--- config.mk ---
export PLATFORM = sky130hd
export DESIGN_NAME = alu_pipe
export DESIGN_NICKNAME = d
export VERILOG_FILES = /design/src/rtl/alu_pipe_pkg.sv /design/src/rtl/alu_mul_iter.sv /design/src/rtl/alu_pipe.sv
export SDC_FILE = /design/constraint.sdc
export NUM_CORES = 1
export LEC_CHECK = 0
export ABC_CLOCK_PERIOD_IN_PS = 2700
export CORE_UTILIZATION = 62
export CTS_CLUSTER_DIAMETER = 40
export CTS_CLUSTER_SIZE = 40
export DETAILED_ROUTE_END_ITERATION = 8
export HOLD_SLACK_MARGIN = 0.1
export PLACE_DENSITY = 0.89
export SYNTH_ARGS = -nofsm -noshare
export SYNTH_HDL_FRONTEND = slang
export SYNTH_SLANG_ARGS = --single-unit
--- constraint.sdc ---
create_clock -name i_clk -period 2.7 [get_ports i_clk]
set_input_delay 0.405 -clock i_clk [delete_from_list [all_inputs] [get_ports i_clk]]
set_output_delay 0.405 -clock i_clk [all_outputs]
set_load 0.05 [all_outputs]
--- src/rtl/alu_pipe_pkg.sv ---
// Shared opcode and state definitions for alu_pipe and its iterative multiplier.
package alu_pipe_pkg;

    localparam logic [2:0] OP_AND = 3'b000;
    localparam logic [2:0] OP_OR  = 3'b001;
    localparam logic [2:0] OP_XOR = 3'b010;
    localparam logic [2:0] OP_SHL = 3'b011;
    localparam logic [2:0] OP_SHR = 3'b100;
    localparam logic [2:0] OP_ADD = 3'b101;
    localparam logic [2:0] OP_SUB = 3'b110;
    localparam logic [2:0] OP_MUL = 3'b111;

    typedef enum logic [1:0] {
        ST_IDLE = 2'd0,
        ST_BUSY = 2'd1,
        ST_DONE = 2'd2
    } state_t;

endpackage

--- src/rtl/alu_mul_iter.sv ---
// Unsigned WIDTH x WIDTH shift-add multiplier: one partial product per cycle after start.
// done is asserted during the final iteration; product is the accumulator including that iteration.
module alu_mul_iter #(
    parameter int WIDTH = 16
) (
    input  logic                 clk,
    input  logic                 rst_n,
    input  logic                 start,
    input  logic [WIDTH-1:0]     a,
    input  logic [WIDTH-1:0]     b,
    output logic                 done,
    output logic [2*WIDTH-1:0]   product
);

    localparam int CNT_W = $clog2(WIDTH);
    localparam logic [CNT_W-1:0] LAST = CNT_W'(WIDTH - 1);

    logic [2*WIDTH-1:0] mcand;
    logic [2*WIDTH-1:0] acc;
    logic [WIDTH-1:0]   mplier;
    logic [CNT_W-1:0]   cnt;
    logic               busy;

    always_comb begin
        product = acc + (mplier[0] ? mcand : '0);
        done    = busy && (cnt == LAST);
    end

    always_ff @(posedge clk or negedge rst_n) begin
        if (!rst_n) begin
            mcand  <= '0;
            acc    <= '0;
            mplier <= '0;
            cnt    <= '0;
            busy   <= 1'b0;
        end else if (start) begin
            mcand  <= {{WIDTH{1'b0}}, a};
            mplier <= b;
            acc    <= '0;
            cnt    <= '0;
            busy   <= 1'b1;
        end else if (busy) begin
            acc    <= product;
            mcand  <= mcand << 1;
            mplier <= mplier >> 1;
            cnt    <= cnt + CNT_W'(1);
            if (cnt == LAST) begin
                busy <= 1'b0;
            end
        end
    end

endmodule

--- src/rtl/alu_pipe.sv ---
// Handshaked ALU with registered result/flags; optional iterative multiply when
// ALU_PIPE_MUL_EN is defined (otherwise opcode 111 returns 0 in one cycle).
module alu_pipe
    import alu_pipe_pkg::*;
#(
    parameter int WIDTH   = 16,
    parameter int SHAMT_W = $clog2(WIDTH)
) (
    input  logic             i_clk,
    input  logic             i_rstn,
    input  logic             i_inValid,
    output logic             o_inReady,
    input  logic [WIDTH-1:0] i_src1,
    input  logic [WIDTH-1:0] i_src2,
    input  logic [2:0]       i_opcode,
    input  logic             i_flagBit,
    output logic             o_outValid,
    input  logic             i_outReady,
    output logic [WIDTH-1:0] o_result,
    output logic             o_zero,
    output logic             o_neg,
    output logic             o_carry,
    output logic             o_overflow
);

    state_t             state;
    logic               accept;
    logic [SHAMT_W-1:0] shamt;
    logic               sub;
    logic [WIDTH-1:0]   b_eff;
    logic [WIDTH-1:0]   sum;
    logic               add_c;
    logic [WIDTH-1:0]   sra;
    logic [WIDTH-1:0]   res_c;
    logic               carry_c;
    logic               ovf_c;

    assign o_inReady = (state == ST_IDLE) || ((state == ST_DONE) && i_outReady);
    assign accept    = i_inValid && o_inReady;

    always_comb begin
        shamt          = i_src2[SHAMT_W-1:0];
        sub            = (i_opcode == OP_SUB);
        b_eff          = sub ? ~i_src2 : i_src2;
        {add_c, sum}   = {1'b0, i_src1} + {1'b0, b_eff} + {{WIDTH{1'b0}}, sub};
        // kept separate so the signed shift is not demoted to logical by a mixed-sign ternary
        sra            = $unsigned($signed(i_src1) >>> shamt);
        res_c          = '0;
        carry_c        = 1'b0;
        ovf_c          = 1'b0;
        case (i_opcode)
            OP_AND: res_c = i_src1 & i_src2;
            OP_OR:  res_c = i_src1 | i_src2;
            OP_XOR: res_c = i_src1 ^ i_src2;
            OP_SHL: res_c = i_src1 << shamt;
            OP_SHR: res_c = i_flagBit ? sra : (i_src1 >> shamt);
            OP_ADD, OP_SUB: begin
                res_c   = sum;
                carry_c = add_c;
                ovf_c   = (i_src1[WIDTH-1] == b_eff[WIDTH-1]) && (sum[WIDTH-1] != i_src1[WIDTH-1]);
            end
            default: res_c = '0;
        endcase
    end

`ifdef ALU_PIPE_MUL_EN
    logic                 mul_start;
    logic                 mul_done;
    logic                 mul_hi;
    logic [2*WIDTH-1:0]   mul_prod;
    logic [WIDTH-1:0]     mul_res;

    assign mul_start = accept && (i_opcode == OP_MUL);
    assign mul_res   = mul_hi ? mul_prod[2*WIDTH-1:WIDTH] : mul_prod[WIDTH-1:0];

    alu_mul_iter #(.WIDTH(WIDTH)) u_mul (
        .clk     (i_clk),
        .rst_n   (i_rstn),
        .start   (mul_start),
        .a       (i_src1),
        .b       (i_src2),
        .done    (mul_done),
        .product (mul_prod)
    );
`endif

    always_ff @(posedge i_clk or negedge i_rstn) begin
        if (!i_rstn) begin
            state      <= ST_IDLE;
            o_outValid <= 1'b0;
            o_result   <= '0;
            o_zero     <= 1'b0;
            o_neg      <= 1'b0;
            o_carry    <= 1'b0;
            o_overflow <= 1'b0;
`ifdef ALU_PIPE_MUL_EN
            mul_hi     <= 1'b0;
`endif
        end else begin
            case (state)
                ST_IDLE, ST_DONE: begin
                    if (accept) begin
                        // with the multiplier enabled, MUL diverts to BUSY; all else registers now
`ifdef ALU_PIPE_MUL_EN
                        if (i_opcode == OP_MUL) begin
                            state      <= ST_BUSY;
                            o_outValid <= 1'b0;
                            mul_hi     <= i_flagBit;
                        end else
`endif
                        begin
                            state      <= ST_DONE;
                            o_outValid <= 1'b1;
                            o_result   <= res_c;
                            o_zero     <= (res_c == '0);
                            o_neg      <= res_c[WIDTH-1];
                            o_carry    <= carry_c;
                            o_overflow <= ovf_c;
                        end
                    end else if ((state == ST_DONE) && i_outReady) begin
                        state      <= ST_IDLE;
                        o_outValid <= 1'b0;
                    end
                end
`ifdef ALU_PIPE_MUL_EN
                ST_BUSY: begin
                    if (mul_done) begin
                        state      <= ST_DONE;
                        o_outValid <= 1'b1;
                        o_result   <= mul_res;
                        o_zero     <= (mul_res == '0);
                        o_neg      <= mul_res[WIDTH-1];
                        o_carry    <= 1'b0;
                        o_overflow <= 1'b0;
                    end
                end
`endif
                default: begin
                    state      <= ST_IDLE;
                    o_outValid <= 1'b0;
                end
            endcase
        end
    end

endmodule

==> out/results.ini, run 1 <==
[outcome]
status = did not finish
lastStage = clock tree synthesis (4_1_cts)
tool.error = [ERROR DPL-0033] detailed placement checks failed during check placement.

[placed_design]
dp_hpwl_um = 16300
port_buffers = 61
gp_congestion = 1.24

[yosys]
synth_nets = 641
synthTopCellsByArea = ha_1, dfrtp_1, mux2i_1
netlist_instances = 548
yosys.area.top_type_share_pct = 14.6
async_reset_ff_share_pct = 100
synth-edff-count = 0
synth.avg_cell_area_um2 = 8.14
syn-cell-area_um2 = 4460
yosys.area.top_type = ha_1
ys.flop_type = dfrtp_1
ys_ff_latch = 20
ys.warnings.count = 0
seq_area_frac_synth_pct = 11.2
yosysUniqueCellTypes = 75

[floorplan]
start_util_pct = 64.9
row_count = 30
pin_count = 62
die_w_um = 86.8
fp.dieH_um = 86.8

[clocking]
numCtsBuffers = 3
htree_levels = 1
postCtsSetupBuffers = 31
cts_root_buffer = clkbuf_8
clock_path_buffers = 2
cts_num_sinks = 20
cts_hold_buf = 0
cts_resized = 76

cells in the mapped netlist (10+ instances only):
library cell  number
a21oi_1           28
mux4_2            10
nor2_1            35
o211ai_1          11
dfrtp_1           20
inv_1             34
o22a_1            10
o21ai_0           27
ha_1              52
nand2_1           45
xnor2_1           21
o22ai_1           14
mux2i_1           43
clkbuf_1          21
nor3_1            10
mux2_2            18
a211oi_1          15
logic make-up after synthesis:
kind of cell	count (synthesis)	synth area share [%]
AO/OA/AOI/OAI	164	25.9
AND/OR/NAND/NOR	140	15.5
buffers and inverters	74	7.66
multiplexers	72	19.7
adder cells (fa/ha/maj)	53	15.0
XOR/XNOR	25	4.91
flip-flops	20	11.2
through the flow:
step           util [%]  std cells  area [um2]  setup slack (ns)
2_1_floorplan         -        548        4620            -0.652
3_3_place_gp       91.3        826        6270            -0.946
3_5_place_dp       91.3        826        6270             -1.21
==> run 2: changes to the inputs <==
Settings changed: CORE_UTILIZATION 62 to 40, CTS_CLUSTER_DIAMETER 40 to not set, CTS_CLUSTER_SIZE 40 to not set, HOLD_SLACK_MARGIN 0.1 to not set, PLACE_DENSITY 0.89 to not set, PLACE_DENSITY_LB_ADDON set to 0.15.
==> out/results.ini, run 2 <==
[outcome]
status = finished, violations left  ; was did not finish
violations = negative setup slack

[layout]
drive_gt1_share_pct = 40.4
largest_reg_flops = 16
multi_input_area_um2 = 4110
final_cell_mix = buf_4, clkdlybuf4s50_1, ha_1
seq_area_um2 = 500
fill_cells = 932
nets = 873
final_common_cell = buf_4
syn2layout_area_growth_pct = 61.7
num_antenna_cells = 0
largest-register = o_result

[placed_design]
port_buffers = 61  ; unchanged
gp_congestion = 0.998  ; was 1.24
dp_hpwl_um = 14900  ; was 16300 um

[worst_setup_path]
r2r_cells = 9
worst_setup_path_start_kind = primary input
end_kind = register
rr_startpoint = o_outValid
cp.arrival_ns = 3.29
cp-startpoint = i_opcode[1]
crit_fanout = 5
cp.required_ns = 2.85
worstSetupPathType = in -> reg

[yosys]
yosysUniqueCellTypes = 75  ; unchanged
ys_ff_latch = 20  ; unchanged
seq_area_frac_synth_pct = 11.2  ; unchanged
yosys.area.top_type = ha_1  ; unchanged
yosysMostFrequentCell = ha_1  ; unchanged
netlist_instances = 548  ; unchanged
yosys.area.top_type_share_pct = 14.6  ; unchanged
async_reset_ff_share_pct = 100  ; unchanged
synthTopCellsByArea = ha_1, dfrtp_1, mux2i_1  ; unchanged
synth_nets = 641  ; unchanged
synth.avg_cell_area_um2 = 8.14  ; unchanged
yosys-top-cells-count = ha_1, nand2_1, mux2i_1  ; unchanged
synth-edff-count = 0  ; unchanged
ys.flop_type = dfrtp_1  ; unchanged
ys.warnings.count = 0  ; unchanged
syn-cell-area_um2 = 4460  ; unchanged

[sta]
rsz0062_at_grt = yes
fin_tns_setup_ns = -3.23
fin_ws_ns = -0.446
setup_violations = 12
relSlewSlack_pct = 38.5
period_needed_ns = 3.15
drv_slew = 0
fin_skew_ns = 0.00104
tightest_slew_ns = 0.920
finalHoldViolCount = 0
fmax_mhz = 318
post-route-period-util_pct = 117

[min_path]
hold_depth = 2
min_from = o_result[6]
hold_class = reg -> reg

[clocking]
cts_hold_buf = 0  ; unchanged
insertion_delay_ns = 0.25
cts_root_buffer = clkbuf_8  ; unchanged
cts_num_sinks = 20  ; unchanged
htree_levels = 1  ; unchanged
clkTransAtPathRegs_ns = 0.07
numCtsBuffers = 3  ; unchanged
cts_tree = built
clock_path_buffers = 2  ; unchanged

[job]
drv_cap = 0

[power]
irDropWorstVdd_mv = 0.340
power_mw = 2.50
leakagePower_nw = 3.34
power_density_nw_per_um2 = 346

[floorplan]
row_count = 38  ; was 30
die_w_um = 108  ; was 86.8 um
start_util_pct = 41.1  ; was 64.9%
fp.dieH_um = 108  ; was 86.8 um
core_area_um2 = 10800
pin_count = 62  ; unchanged
die_area_um2 = 11600

[global_route]
grt_max_degree = 48
track_usage_pct = 33.6
grt_pass1_wl_um = 29600
grt_overflow = 0
first_global_vias = 5298
antenna_found_initial = 0

[routing]
viasPerCell = 6.00
drt_iter0_markers = 534
wirelength_um = 19500
vias = 5517
drc = 0
firstDrtPassIters = 6
antenna_left = 0
drt-wirelength-per-cell_um = 21.2

## run 2: logic make-up after synthesis
kind of cell	after synthesis	synth area share, %
fa+ha+maj	53	15.0
flops	20	11.2
mux	72	19.7
buf+inv	74	7.66
xor+xnor	25	4.91
compound gates	164	25.9
simple gates	140	15.5
## run 2: routing by layer
layer  vias to the layer above  track usage [%]  wire, um
met1                      2688             46.2      8400
met4                         0             7.44       472
li1                       2516                -         -
met5                         -                0         0
met2                       273             53.8      8960
met3                        40             6.90      1640
## run 2: repair_timing
| item | in CTS | in global routing |
|---|---|---|
| gates resized for setup | 54 | 48 |
| pin swaps | 41 | 46 |
| setup endpoints to repair | 17 | 15 |
| setup buffers | 26 | 13 |
## run 2: layout make-up
| class | count | area share (%) |
|---|---|---|
| clock buffers | 4 | 0.763 |
| flip-flops and latches | 20 | 6.94 |
| repair buffers | 267 | 31.0 |
| inverters | 34 | 1.77 |
| well taps | 140 | 2.43 |
| multi-input cells | 454 | 57.1 |
## run 2: worst max-delay path: stages
cell	delay, ns
buf_6	0.07
nor2b_4	0.16
nand2_4	0.10
buf_6	0.13
buf_6	0.11
buf_6	0.12
xnor2_4	0.16
ha_4	0.28
nand2_2	0.05
o31a_1	0.33
or3_4	0.42
a311oi_4	0.27
buf_4	0.17
o21ai_2	0.06
o22ai_4	0.11
a21oi_2	0.09
a32o_1	0.25
## run 2: per-stage QoR
step / std cells / setup WS (ns) / util (%) / area (um2) / hold WS [ns]
5_1_grt: 919 / -0.537 / 66.5 / 7210 / 0.512
3_3_place_gp: 881 / -1.04 / 59.2 / 6410 / 0.465
4_1_cts: 908 / -0.571 / 63.3 / 6860 / 0.491
2_1_floorplan: 548 / -0.652 / - / 4620 / 0.109
3_5_place_dp: 881 / -1.17 / 59.2 / 6410 / 0.470
6_report: 919 / -0.446 / 66.5 / 7210 / 0.483
## run 2: power breakdown
group	leakage, nW	internal, mW	switching (mW)
Combinational	3.06	0.894	0.991
Sequential	0.254	0.354	0.0322
Clock	0.0288	0.130	0.0969
Total	3.34	1.38	1.12
## run 2: path summary, 6_finish.rpt
kind                               endpoint  slack, ns
max in group asynchronous        o_overflow       1.48
worst max-delay path                 o_zero      -0.45
worst max register to register       o_zero       0.59
worst min register to register  o_result[6]       0.48
worst min-delay path            o_result[6]       0.48
min in group asynchronous        o_outValid       0.66
(Power assumes the default switching activity.)
==> run 3: changes to the inputs <==
Settings changed: CTS_BUF_LIST set to sky130_fd_sc_hd__clkbuf_4.
==> out/results.ini, run 3 (same netlist as run 2, synthesis figures left out) <==
[global_route]
antenna_found_initial = 0  ; unchanged
met2_usage_pct = 54.1  ; was 53.8%
grtUsageMet1_pct = 46.5  ; was 46.2%
grt_overflow = 0  ; unchanged
grt_max_degree = 48  ; unchanged
grt_pass1_wl_um = 29700  ; was 29600 um
track_usage_pct = 33.6  ; about the same
first_global_vias = 5294  ; was 5298
grtUsageMet3_pct = 5.69  ; was 6.90%
top_usage_layer = met2  ; unchanged

[clocking]
insertion_delay_ns = 0.29  ; was 0.25 ns
cts_tree = built  ; unchanged
clkTransAtPathRegs_ns = 0.11  ; was 0.07 ns
clock_path_buffers = 2  ; unchanged
cts_root_buffer = clkbuf_4  ; was clkbuf_8
cts_hold_buf = 0  ; unchanged
numCtsBuffers = 3  ; unchanged
cts_num_sinks = 20  ; unchanged
htree_levels = 1  ; unchanged

[placed_design]
gp_congestion = 0.998  ; unchanged
dp.cells = 881  ; unchanged
pre_cts_ws_ns = -1.17  ; unchanged
dp_hpwl_um = 14900  ; unchanged
port_buffers = 61  ; unchanged

[floorplan]
fp.dieH_um = 108  ; unchanged
core_area_um2 = 10800  ; unchanged
row_count = 38  ; unchanged
die_w_um = 108  ; unchanged
die_area_um2 = 11600  ; unchanged
start_util_pct = 41.1  ; unchanged
pin_count = 62  ; unchanged

[min_path]
whs_endpoint = o_result[6]  ; unchanged
min_from = o_result[6]  ; unchanged
hold_class = reg -> reg  ; unchanged
hold_depth = 2  ; unchanged

[layout]
largest_reg_flops = 16  ; unchanged
syn2layout_area_growth_pct = 62.5  ; was 61.7%
num_antenna_cells = 0  ; unchanged
final_cell_mix = buf_4, clkdlybuf4s50_1, ha_1  ; unchanged
fill_cells = 932  ; unchanged
drive_gt1_share_pct = 40.6  ; was 40.4%
nets = 878  ; was 873
largest-register = o_result  ; unchanged
final_common_cell = buf_4  ; unchanged
layout.cells.non_filler = 924  ; was 919

[routing]
firstDrtPassIters = 5  ; was 6
drt_iter0_markers = 631  ; was 534
wirelength_um = 19800  ; was 19500 um
viasPerCell = 5.99  ; was 6.00
drc = 0  ; unchanged
drt-wirelength-per-cell_um = 21.4  ; was 21.2 um
antenna_left = 0  ; unchanged
vias = 5535  ; was 5517

[power]
irDropWorstVdd_mv = 0.340  ; about the same
power_density_nw_per_um2 = 338  ; was 346 nW/um2
leakagePower_nw = 3.35  ; was 3.34 nW

[worst_setup_path]
crit_fanout = 5  ; unchanged
worstReg2RegEnd = o_zero  ; unchanged
worstSetupPathType = in -> reg  ; unchanged
cp.arrival_ns = 3.31  ; was 3.29 ns
cp.required_ns = 2.89  ; was 2.85 ns
end_kind = register  ; unchanged
r2r_cells = 9  ; unchanged
rrSetupSlack_ns = 0.60  ; was 0.59 ns
rr_startpoint = o_outValid  ; unchanged
worst_setup_path_start_kind = primary input  ; unchanged

[sta]
fin_skew_ns = 0.00249  ; was 0.00104 ns
rsz0062_at_grt = yes  ; unchanged
period_needed_ns = 3.12  ; was 3.15 ns
fin_tns_setup_ns = -3.02  ; was -3.23 ns
setup_violations = 12  ; unchanged
fin_ws_ns = -0.418  ; was -0.446 ns
drv_slew = 0  ; unchanged
fmax_mhz = 321  ; was 318 MHz
tightest_slew_ns = 0.914  ; was 0.920 ns
finalHoldViolCount = 0  ; unchanged
relSlewSlack_pct = 38.9  ; was 38.5%
post-route-period-util_pct = 115  ; was 117%

[job]
drv_cap = 0  ; unchanged

[outcome]
violations = negative setup slack  ; unchanged
status = finished, violations left  ; unchanged

[run 3: cell count changes in the layout (fill, tap and decap cells not counted), sizes merged]
cell / before / now
buf: 211 / 216
clkbuf: 4 / 3
clkinv: 0 / 1
dlymetal6s2s: 3 / 2
clkdlybuf4s50: 51 / 52
[run 3: what timing repair did]
item                       in CTS  in global routing
gates cloned                    0                  0
setup buffers                  24                 17
gates resized for setup        51                 51
hold endpoints to repair        0                  0
setup endpoints to repair      16                 14
pin swaps                      40                 58
[run 3: final cells by class]
class	count	area (um2)	share of cell area [%]
clock buffer	3	22.5	0.311
clock inverter	1	3.75	0.0518
inverter	34	128	1.76
multi-input combinational	454	4150	57.3
sequential	20	500	6.90
tap	140	175	2.42
timing repair buffer	272	2270	31.3
[run 3: worst max-delay path by stage]
stage	depth (start not counted)	endpoint	startpoint	slack, ns
after floorplan	16	o_overflow	i_opcode[0]	-0.65
after global placement	14	o_zero	i_opcode[1]	-1.04
final	19	o_result[9]	i_opcode[0]	-0.42
after global routing	19	o_zero	i_opcode[1]	-0.50
after detailed placement	14	o_zero	i_opcode[1]	-1.17
after CTS	15	o_zero	i_opcode[0]	-0.52
[run 3: through the flow]
stage	instance area [um2]	hold WS (ns)	utilization (%)	power, mW
global placement	6410	0.465	59.2	1.97
detailed placement	6410	0.470	59.2	1.99
floorplan	4620	0.109	-	1.30
finish	7250	0.486	66.9	2.45
CTS	6830	0.496	63.0	2.26
global route	7250	0.523	66.9	2.58
[run 3: routing by layer]
layer | up-vias | part of all wire (%) | wire length [um]
li1 | 2530 | - | -
met1 | 2676 | 42 | 8390
met2 | 295 | 47 | 9220
met3 | 34 | 8.7 | 1710
met4 | 0 | 2.2 | 436
met5 | - | 0 | 0
[run 3: critical path, stage by stage]
cell	delay [ns]
buf_8	0.10
nor2b_4	0.13
nand2_4	0.10
buf_6	0.13
buf_6	0.11
buf_6	0.12
xnor2_4	0.22
ha_4	0.24
a21oi_2	0.13
o21a_1	0.18
o31a_1	0.20
buf_4	0.13
buf_6	0.09
nor2_1	0.03
nor2_1	0.14
xor2_1	0.22
o211ai_1	0.19
buf_4	0.18
mux2_4	0.25
[run 3: where the power goes]
group,total [mW],internal [mW],switching (mW)
clock network,0.143,0.0538,0.0887
registers,0.387,0.354,0.0329
logic,1.92,0.916,1.00
total,2.45,1.32,1.12
